<file path="config.mk">
export PLATFORM = sky130hd
export DESIGN_NAME = xeng_window_sched
export DESIGN_NICKNAME = d
export VERILOG_FILES = /design/src/rtl/xeng_window_sched_pkg.sv /design/src/rtl/xeng_window_sched_pulse_delay.sv /design/src/rtl/xeng_window_sched.sv
export SDC_FILE = /design/constraint.sdc
export NUM_CORES = 1
export LEC_CHECK = 0
export CORE_MARGIN = 3
export CORE_UTILIZATION = 55
export CTS_BUF_LIST = sky130_fd_sc_hd__clkbuf_8 sky130_fd_sc_hd__clkbuf_16
export CTS_CLUSTER_DIAMETER = 150
export CTS_CLUSTER_SIZE = 12
export DETAILED_ROUTE_END_ITERATION = 10
export HOLD_SLACK_MARGIN = 0.12
export PLACE_DENSITY_LB_ADDON = 0.2
export SYNTH_ARGS = -nofsm -noshare
export SYNTH_HDL_FRONTEND = slang
export SYNTH_HIERARCHICAL = 1
export SYNTH_SLANG_ARGS = --single-unit
</file>
<file path="constraint.sdc">
create_clock -name clk -period 3.35 [get_ports clk]
set_input_delay 0.5025 -clock clk [delete_from_list [all_inputs] [get_ports clk]]
set_output_delay 0.5025 -clock clk [all_outputs]
set_load 0.05 [all_outputs]
</file>
<file path="src/rtl/xeng_window_sched_pkg.sv">
// Shared definitions for the X-engine window scheduler: FSM state
// encoding, default parameter values and a width helper.
package xeng_window_sched_pkg;

  typedef enum logic [1:0] {
    ST_IDLE  = 2'd0,
    ST_ARM   = 2'd1,
    ST_RUN   = 2'd2,
    ST_DRAIN = 2'd3
  } sched_state_e;

  localparam int DEF_SERIAL_ACC_LEN_BITS = 7;
  localparam int DEF_N_ANTS              = 8;
  localparam int DEF_N_TAPS              = 5;
  localparam int DEF_PIPE_LATENCY        = 16;

  // Bits needed to index n items; a single item still gets a 1-bit field.
  function automatic int sched_log2(input int n);
    return (n <= 1) ? 1 : $clog2(n);
  endfunction

endpackage

</file>
<file path="src/rtl/xeng_window_sched_pulse_delay.sv">
// Fixed-depth register delay line. The MSB of each word is its valid
// flag; busy reports whether any stage currently holds a valid word.
// clr empties the whole line in one cycle.
module xeng_window_sched_pulse_delay #(
  parameter int WIDTH = 4,
  parameter int DELAY = 16
) (
  input  logic             clk,
  input  logic             rst,
  input  logic             clr,
  input  logic [WIDTH-1:0] din,
  output logic [WIDTH-1:0] dout,
  output logic             busy
);

  logic [WIDTH-1:0] pipe_q [DELAY];

  // Shift register; reset and flush both empty every stage.
  always_ff @(posedge clk) begin
    if (rst || clr) begin
      for (int i = 0; i < DELAY; i++) pipe_q[i] <= '0;
    end else begin
      pipe_q[0] <= din;
      for (int i = 1; i < DELAY; i++) pipe_q[i] <= pipe_q[i-1];
    end
  end

  // Any valid flag still in flight, including the output stage.
  always_comb begin
    busy = 1'b0;
    for (int i = 0; i < DELAY; i++) busy = busy | pipe_q[i][WIDTH-1];
  end

  assign dout = pipe_q[DELAY-1];

endmodule

</file>
<file path="src/rtl/xeng_window_sched.sv">
// X-engine baseline_tap chain sequencer. Aligns the frame counter to the
// input sync, issues the first-tap reset pulse, tracks antenna/accumulation
// slots and announces the per-tap result burst leaving the chain end.
// Optional feature macro: XENG_SCHED_STATS_EN adds win_cnt / err_cnt.
//
// state  | meaning
// IDLE   | stopped, waiting for en
// ARM    | enabled, waiting for the first sync_in
// RUN    | frame counter running, window ends fed into the delay line
// DRAIN  | counters frozen, in-flight result bursts finishing
module xeng_window_sched
  import xeng_window_sched_pkg::*;
#(
  parameter int SERIAL_ACC_LEN_BITS = DEF_SERIAL_ACC_LEN_BITS,
  parameter int N_ANTS              = DEF_N_ANTS,
  parameter int N_TAPS              = DEF_N_TAPS,
  parameter int PIPE_LATENCY        = DEF_PIPE_LATENCY,
  localparam int ANT_W              = sched_log2(N_ANTS),
  localparam int TAP_W              = sched_log2(N_TAPS)
) (
  input  logic                           clk,
  input  logic                           rst,
  input  logic                           en,
  input  logic                           sync_in,
  output logic                           tap_rst,
  output logic [ANT_W-1:0]               ant_slot,
  output logic [SERIAL_ACC_LEN_BITS-1:0] acc_slot,
  output logic                           running,
  output logic                           out_valid,
  output logic [TAP_W-1:0]               out_tap,
  output logic [ANT_W-1:0]               out_ant,
  output logic                           sync_err
`ifdef XENG_SCHED_STATS_EN
  ,
  output logic [31:0]                    win_cnt,
  output logic [15:0]                    err_cnt
`endif
);

  localparam int WIN_LEN   = 1 << SERIAL_ACC_LEN_BITS;
  localparam int FRAME_LEN = N_ANTS * WIN_LEN;
  localparam int FC_W      = SERIAL_ACC_LEN_BITS + ANT_W;

  // Unload bursts must fit inside one window or they would overlap.
  if (N_TAPS < 1 || N_TAPS > WIN_LEN) begin : g_bad_taps
    $error("xeng_window_sched: N_TAPS must be in 1..2^SERIAL_ACC_LEN_BITS");
  end
  if (PIPE_LATENCY < 1) begin : g_bad_latency
    $error("xeng_window_sched: PIPE_LATENCY must be >= 1");
  end
  if (N_ANTS < 2 || SERIAL_ACC_LEN_BITS < 1) begin : g_bad_frame
    $error("xeng_window_sched: need N_ANTS >= 2 and SERIAL_ACC_LEN_BITS >= 1");
  end

  sched_state_e     state_q, state_d;
  logic [FC_W-1:0]  frame_ctr;
  logic             frame_last;
  logic             stop_req;
  logic             start_run;
  logic             mis_sync;
  logic             win_end;

  logic [ANT_W:0]   dly_din, dly_dout;
  logic             dly_busy;
  logic             dly_pulse;
  logic [ANT_W-1:0] dly_ant;

  logic [TAP_W-1:0] unl_left;
  logic [TAP_W-1:0] unl_tap;
  logic [ANT_W-1:0] unl_ant;

  assign frame_last = (frame_ctr == FC_W'(FRAME_LEN - 1));
  assign ant_slot   = frame_ctr[FC_W-1:SERIAL_ACC_LEN_BITS];
  assign acc_slot   = frame_ctr[SERIAL_ACC_LEN_BITS-1:0];
  assign running    = (state_q == ST_RUN);

  // State register.
  always_ff @(posedge clk) begin
    if (rst) state_q <= ST_IDLE;
    else     state_q <= state_d;
  end

  // Next state plus the single-cycle control strobes derived from it.
  // A sync landing on the last frame slot is the expected one and is ignored.
  always_comb begin
    state_d   = state_q;
    start_run = 1'b0;
    mis_sync  = 1'b0;
    win_end   = 1'b0;
    case (state_q)
      ST_IDLE: begin
        if (en) state_d = ST_ARM;
      end
      ST_ARM: begin
        if (!en) begin
          state_d = ST_IDLE;
        end else if (sync_in) begin
          state_d   = ST_RUN;
          start_run = 1'b1;
        end
      end
      ST_RUN: begin
        win_end = (acc_slot == '1);
        if (sync_in && !frame_last) begin
          mis_sync = 1'b1;
        end else if (frame_last && (stop_req || !en)) begin
          state_d = ST_DRAIN;
        end
      end
      ST_DRAIN: begin
        if (!dly_busy && (unl_left == '0)) state_d = ST_IDLE;
      end
      default: state_d = ST_IDLE;
    endcase
  end

  // Frame counter, tap reset pulse, sticky error and the latched stop request.
  always_ff @(posedge clk) begin
    if (rst) begin
      frame_ctr <= '0;
      tap_rst   <= 1'b0;
      sync_err  <= 1'b0;
      stop_req  <= 1'b0;
    end else begin
      tap_rst <= start_run | mis_sync;
      if (mis_sync) sync_err <= 1'b1;
      if (start_run || mis_sync || (running && frame_last)) frame_ctr <= '0;
      else if (running)                                     frame_ctr <= frame_ctr + FC_W'(1);
      if (!running)  stop_req <= 1'b0;
      else if (!en)  stop_req <= 1'b1;
    end
  end

  assign dly_din = {win_end, ant_slot};

  xeng_window_sched_pulse_delay #(
    .WIDTH (ANT_W + 1),
    .DELAY (PIPE_LATENCY)
  ) u_pulse_delay (
    .clk  (clk),
    .rst  (rst),
    .clr  (mis_sync),
    .din  (dly_din),
    .dout (dly_dout),
    .busy (dly_busy)
  );

  assign dly_pulse = dly_dout[ANT_W];
  assign dly_ant   = dly_dout[ANT_W-1:0];

  // Unload counter: the delayed pulse emits tap 0 directly, this counts
  // down the remaining taps of the burst while holding its antenna slot.
  always_ff @(posedge clk) begin
    if (rst || mis_sync) begin
      unl_left <= '0;
      unl_tap  <= '0;
      unl_ant  <= '0;
    end else if (dly_pulse) begin
      unl_left <= TAP_W'(N_TAPS - 1);
      unl_tap  <= TAP_W'(1);
      unl_ant  <= dly_ant;
    end else if (unl_left != '0) begin
      unl_left <= unl_left - TAP_W'(1);
      unl_tap  <= unl_tap + TAP_W'(1);
    end
  end

  // Chain-output word qualifiers; zero whenever no word is leaving.
  always_comb begin
    out_valid = 1'b0;
    out_tap   = '0;
    out_ant   = '0;
    if (dly_pulse) begin
      out_valid = 1'b1;
      out_ant   = dly_ant;
    end else if (unl_left != '0) begin
      out_valid = 1'b1;
      out_tap   = unl_tap;
      out_ant   = unl_ant;
    end
  end

`ifdef XENG_SCHED_STATS_EN
  // Window count wraps; misaligned-sync count saturates.
  always_ff @(posedge clk) begin
    if (rst) begin
      win_cnt <= '0;
      err_cnt <= '0;
    end else begin
      if (win_end) win_cnt <= win_cnt + 32'd1;
      if (mis_sync && (err_cnt != 16'hFFFF)) err_cnt <= err_cnt + 16'd1;
    end
  end
`endif

endmodule

</file>
==> metrics.sh <==
DIE_HEIGHT_UM=80.37
SETUP.WORST_PATH.END_CLASS='output port'
CTSROOTBUFFERMASTER='sky130_fd_sc_hd__clkbuf_8'
DRV.MAX_CAP_VIOLATION_COUNT=0
SYNTH.AVG_CELL_AREA_UM2=11.02
NETLIST_TOP_CELLS_COUNT='88 x sky130_fd_sc_hd__dfxtp_1, 43 x sky130_fd_sc_hd__and2_2, 24 x sky130_fd_sc_hd__and2_1, 21 x sky130_fd_sc_hd__nor2_1'
ANTENNA_CELLS=0
POST-DP-HPWL_UM=2605
FP-ROW-COUNT=26
GLOBALROUTE.TOTALOVERFLOW=0
MAXIMUM_ACHIEVABLE_FREQUENCY_MHz=320.2
AREAGROWTHSYNTHTOFINISH_PCT=14.36
CTSHTREEMAXLEVEL=3
ROUTE.ANTENNA.REMAINING_NETS=0
CLOCK_TREE.BUFFER_DEPTH=2
MAXIMUM_CLOCK_SKEW_AT_FINAL_LAYOUT_NS=0.005860
IO_PINS=24
SYNTH.MOST_COMMON_CELL='sky130_fd_sc_hd__dfxtp_1'
PLACE.PORT_BUFFERS=23
YOSYSTOPAREACELLSHARE_PCT=57.92
DRT_WL_TOTAL_UM=4176
CRIT_PATH_START_KIND='register'
OUTCOME='complete, no violations'
FRACTION_OF_LAYOUT_INSTANCES_USING_A_DRIVE_STRENGTH_ABOVE_1_PCT=23.49
POWER.DENSITY_CELL_AREA_nW_PER_UM2=586.0
FINALCRITPERIODSHARE_PCT=93.22
NUMBER_OF_ANTENNA_VIOLATIONS_AT_THE_FIRST_CHECK_IN_GLOBAL_ROUTING=0
DRT-PASS1-ITER-COUNT=4
CHIPWIDTH_UM=80.37
TRITONCTS='built'
POST_SYNTH_NUM_CELL_TYPES=39
CTS.SINKS=88
GRT_FIRST_PASS_WIRELENGTH_UM=7465
CTS-RESIZED-GATES=0
SYNTH_AREA_UM2=3042
ARRIVAL_NS=2.62
CRITPATHMAXFANOUT=11
YS_TOP_CELLS_BY_AREA='sky130_fd_sc_hd__dfxtp_1 58%, sky130_fd_sc_hd__and2_2 11%, sky130_fd_sc_hd__and2_1 4.9%'
YS_SEQ_AREA_SHARE_PCT=57.92
VIAS=1794
NUM-NETS-FINAL=303
YS.FLOP_TYPE='sky130_fd_sc_hd__dfxtp_1'
SYNTH.FF_LATCH_COUNT=88
TIMING.FINAL.HOLD_VIOLATIONS=0
DETAILEDROUTE.FIRSTITERATIONVIOLATIONS=56
GRT_START_MAX_NET_PINS=65
SLEW_VIOL_FINAL=0
DRT_DRC_VIOLATIONS_LEFT=0
STDCELL_AREA_UM2=3478
DPL_CELL_AREA_UM2=3269
CLK_TRANSITION_REPORTED_PATHS_NS=0.08
ROUTED_VIA_DENSITY=4.875
WORSTHOLDPATHTYPE='register to register'
POWER_mW=2.038
RSZ0062_AT_GRT='no'
CRITICAL_PATH_CLASS='register to output port'
DIE_AREA_UM2=6459
YS.WARNINGS.COUNT=6
POSTSYNTHNETCOUNT=285
MAX-VDD-IR-DROP_mV=0.3508
POST_DRT_WL_PER_CELL_UM=11.35
INITIAL_UTILIZATION_PCT=58.07
TOTAL_LEAKAGE_POWER_nW=1.393
NUMBER_OF_FLOPS_MAPPED_TO_ENABLE_CELLS_BY_YOSYS=0
POST-SYNTH-TOP-AREA-CELL='sky130_fd_sc_hd__dfxtp_1'
POST_SYNTH_INST_COUNT=276
POSTCTSSETUPREPAIRBUFS=0
ASYNC_RESET_FF_SHARE_PCT=0
VIA_COUNT_OF_THE_FIRST_GLOBAL_ROUTING_PASS=1719
FINALWORSTPATHREQUIREDPERIOD_NS=3.123
NUMCTSBUFFERS=9
FINAL.HOLD.WORST_SLACK_NS=0.4280
GP_CONGESTION=0.7660
SLEW_AT_THE_PIN_CLOSEST_TO_ITS_MAX_SLEW_LIMIT_NS=0.5213
SETUP_TNS_FINAL_NS=0
MAXSLEWHEADROOM_PCT=65.14
CLOCK_INSERTION_DELAY_WORST_SKEW_NS=0.34
FINALSETUPVIOLATIONS=0
GROUTE.USAGE.OVERALL_PCT=15.20
CORE_AREA_UM2=5238
CP.REQUIRED_NS=2.85
CTS.HOLD.BUFFERS_ADDED=0
[worst max-delay path, stage by stage (launching register included)]
cell	delay, ns
sky130_fd_sc_hd__dfxtp_1	0.35
sky130_fd_sc_hd__inv_1	0.05
sky130_fd_sc_hd__ha_1	0.21
sky130_fd_sc_hd__ha_1	0.33
sky130_fd_sc_hd__nor2_1	0.35
sky130_fd_sc_hd__a22o_1	0.19
sky130_fd_sc_hd__clkdlybuf4s50_1	0.79
[cell families after synthesis]
family	count (synthesis)	share of synthesized area [%]
flip-flops	88	57.92
AO/OA/AOI/OAI	16	4.320
multiplexers	5	1.687
XOR/XNOR	11	3.167
AND/OR/NAND/NOR	128	26.78
adder cells (fa/ha/maj)	5	2.057
buffers and inverters	23	4.072
[metal layers]
metal / part of all wire, % / global-route usage [%] / up-vias
met5: 0 / 0 / -
met3: 3.7 / 5.045 / 10
met1: 48 / 19.24 / 824
met4: 2.4 / 9.291 / 0
li1: - / - / 923
met2: 45 / 22.27 / 37
[cell type report]
| class | count | area, µm² |
|---|---|---|
| tap | 70 | 87.58 |
| inverter | 5 | 18.77 |
| clock buffer | 9 | 123.9 |
| fill | 431 | 1759 |
| multi-input combinational | 165 | 1156 |
| timing repair buffer | 25 | 245.2 |
| sequential | 88 | 1762 |
| clock inverter | 6 | 85.08 |
[report_power, final]
| group | internal, mW | switching (mW) |
|---|---|---|
| Combinational | 0.0748 | 0.130 |
| Sequential | 1.06 | 0.0135 |
| Clock | 0.414 | 0.343 |
[sequential cells by signal, summed over array words and instances, names as in the netlist, 3 cells and up, named ones only]
register              flops
unl_ant                   3
unl_left                  3
unl_tap                   3
u_pulse_delay/pipe_q     64
frame_ctr                10
[path summary, 6_finish.rpt]
kind                                           from                                     end  slack, ns  cells after the start
min          u_pulse_delay/pipe_q[0][22]$_SDFF_PP0_  u_pulse_delay/pipe_q[0][26]$_SDFF_PP0_       0.43                      1
max                        unl_left[0]$_SDFFE_PP0P_                              out_ant[2]       0.23                      6
max reg2reg               frame_ctr[0]$_SDFFE_PP0P_  u_pulse_delay/pipe_q[0][37]$_SDFF_PP0_       0.98                      7
min reg2reg  u_pulse_delay/pipe_q[0][22]$_SDFF_PP0_  u_pulse_delay/pipe_q[0][26]$_SDFF_PP0_       0.43                      1
[through the flow]
step           instances  setup WS, ns  utilization (%)
3_5_place_dp         353        0.5668            62.42
5_1_grt              368      0.004304            66.41
4_1_cts              368        0.1713            66.41
6_report             368        0.2271            66.41
2_1_floorplan        276        0.8851                -
3_3_place_gp         353        0.6583            62.42
[layout by cell type (no fill, tap or decap), types with 2 or more instances in the layout]
cell type	instances
sky130_fd_sc_hd__a21oi_1	2
sky130_fd_sc_hd__a22o_1	3
sky130_fd_sc_hd__a22oi_1	2
sky130_fd_sc_hd__a311oi_1	2
sky130_fd_sc_hd__and2_1	24
sky130_fd_sc_hd__and2_2	43
sky130_fd_sc_hd__and3_1	3
sky130_fd_sc_hd__buf_4	2
sky130_fd_sc_hd__bufinv_16	2
sky130_fd_sc_hd__clkbuf_8	9
sky130_fd_sc_hd__clkdlybuf4s50_1	23
sky130_fd_sc_hd__dfxtp_1	88
sky130_fd_sc_hd__ha_1	5
sky130_fd_sc_hd__inv_1	6
sky130_fd_sc_hd__mux2i_1	4
sky130_fd_sc_hd__nand2_1	6
sky130_fd_sc_hd__nand2b_1	2
sky130_fd_sc_hd__nand4_1	5
sky130_fd_sc_hd__nor2_1	21
sky130_fd_sc_hd__nor2b_1	5
sky130_fd_sc_hd__nor3_1	4
sky130_fd_sc_hd__nor3_2	4
sky130_fd_sc_hd__nor4_1	5
sky130_fd_sc_hd__xnor2_1	5
sky130_fd_sc_hd__xor2_1	6
Note: power is estimated with default switching activity, not from simulation.
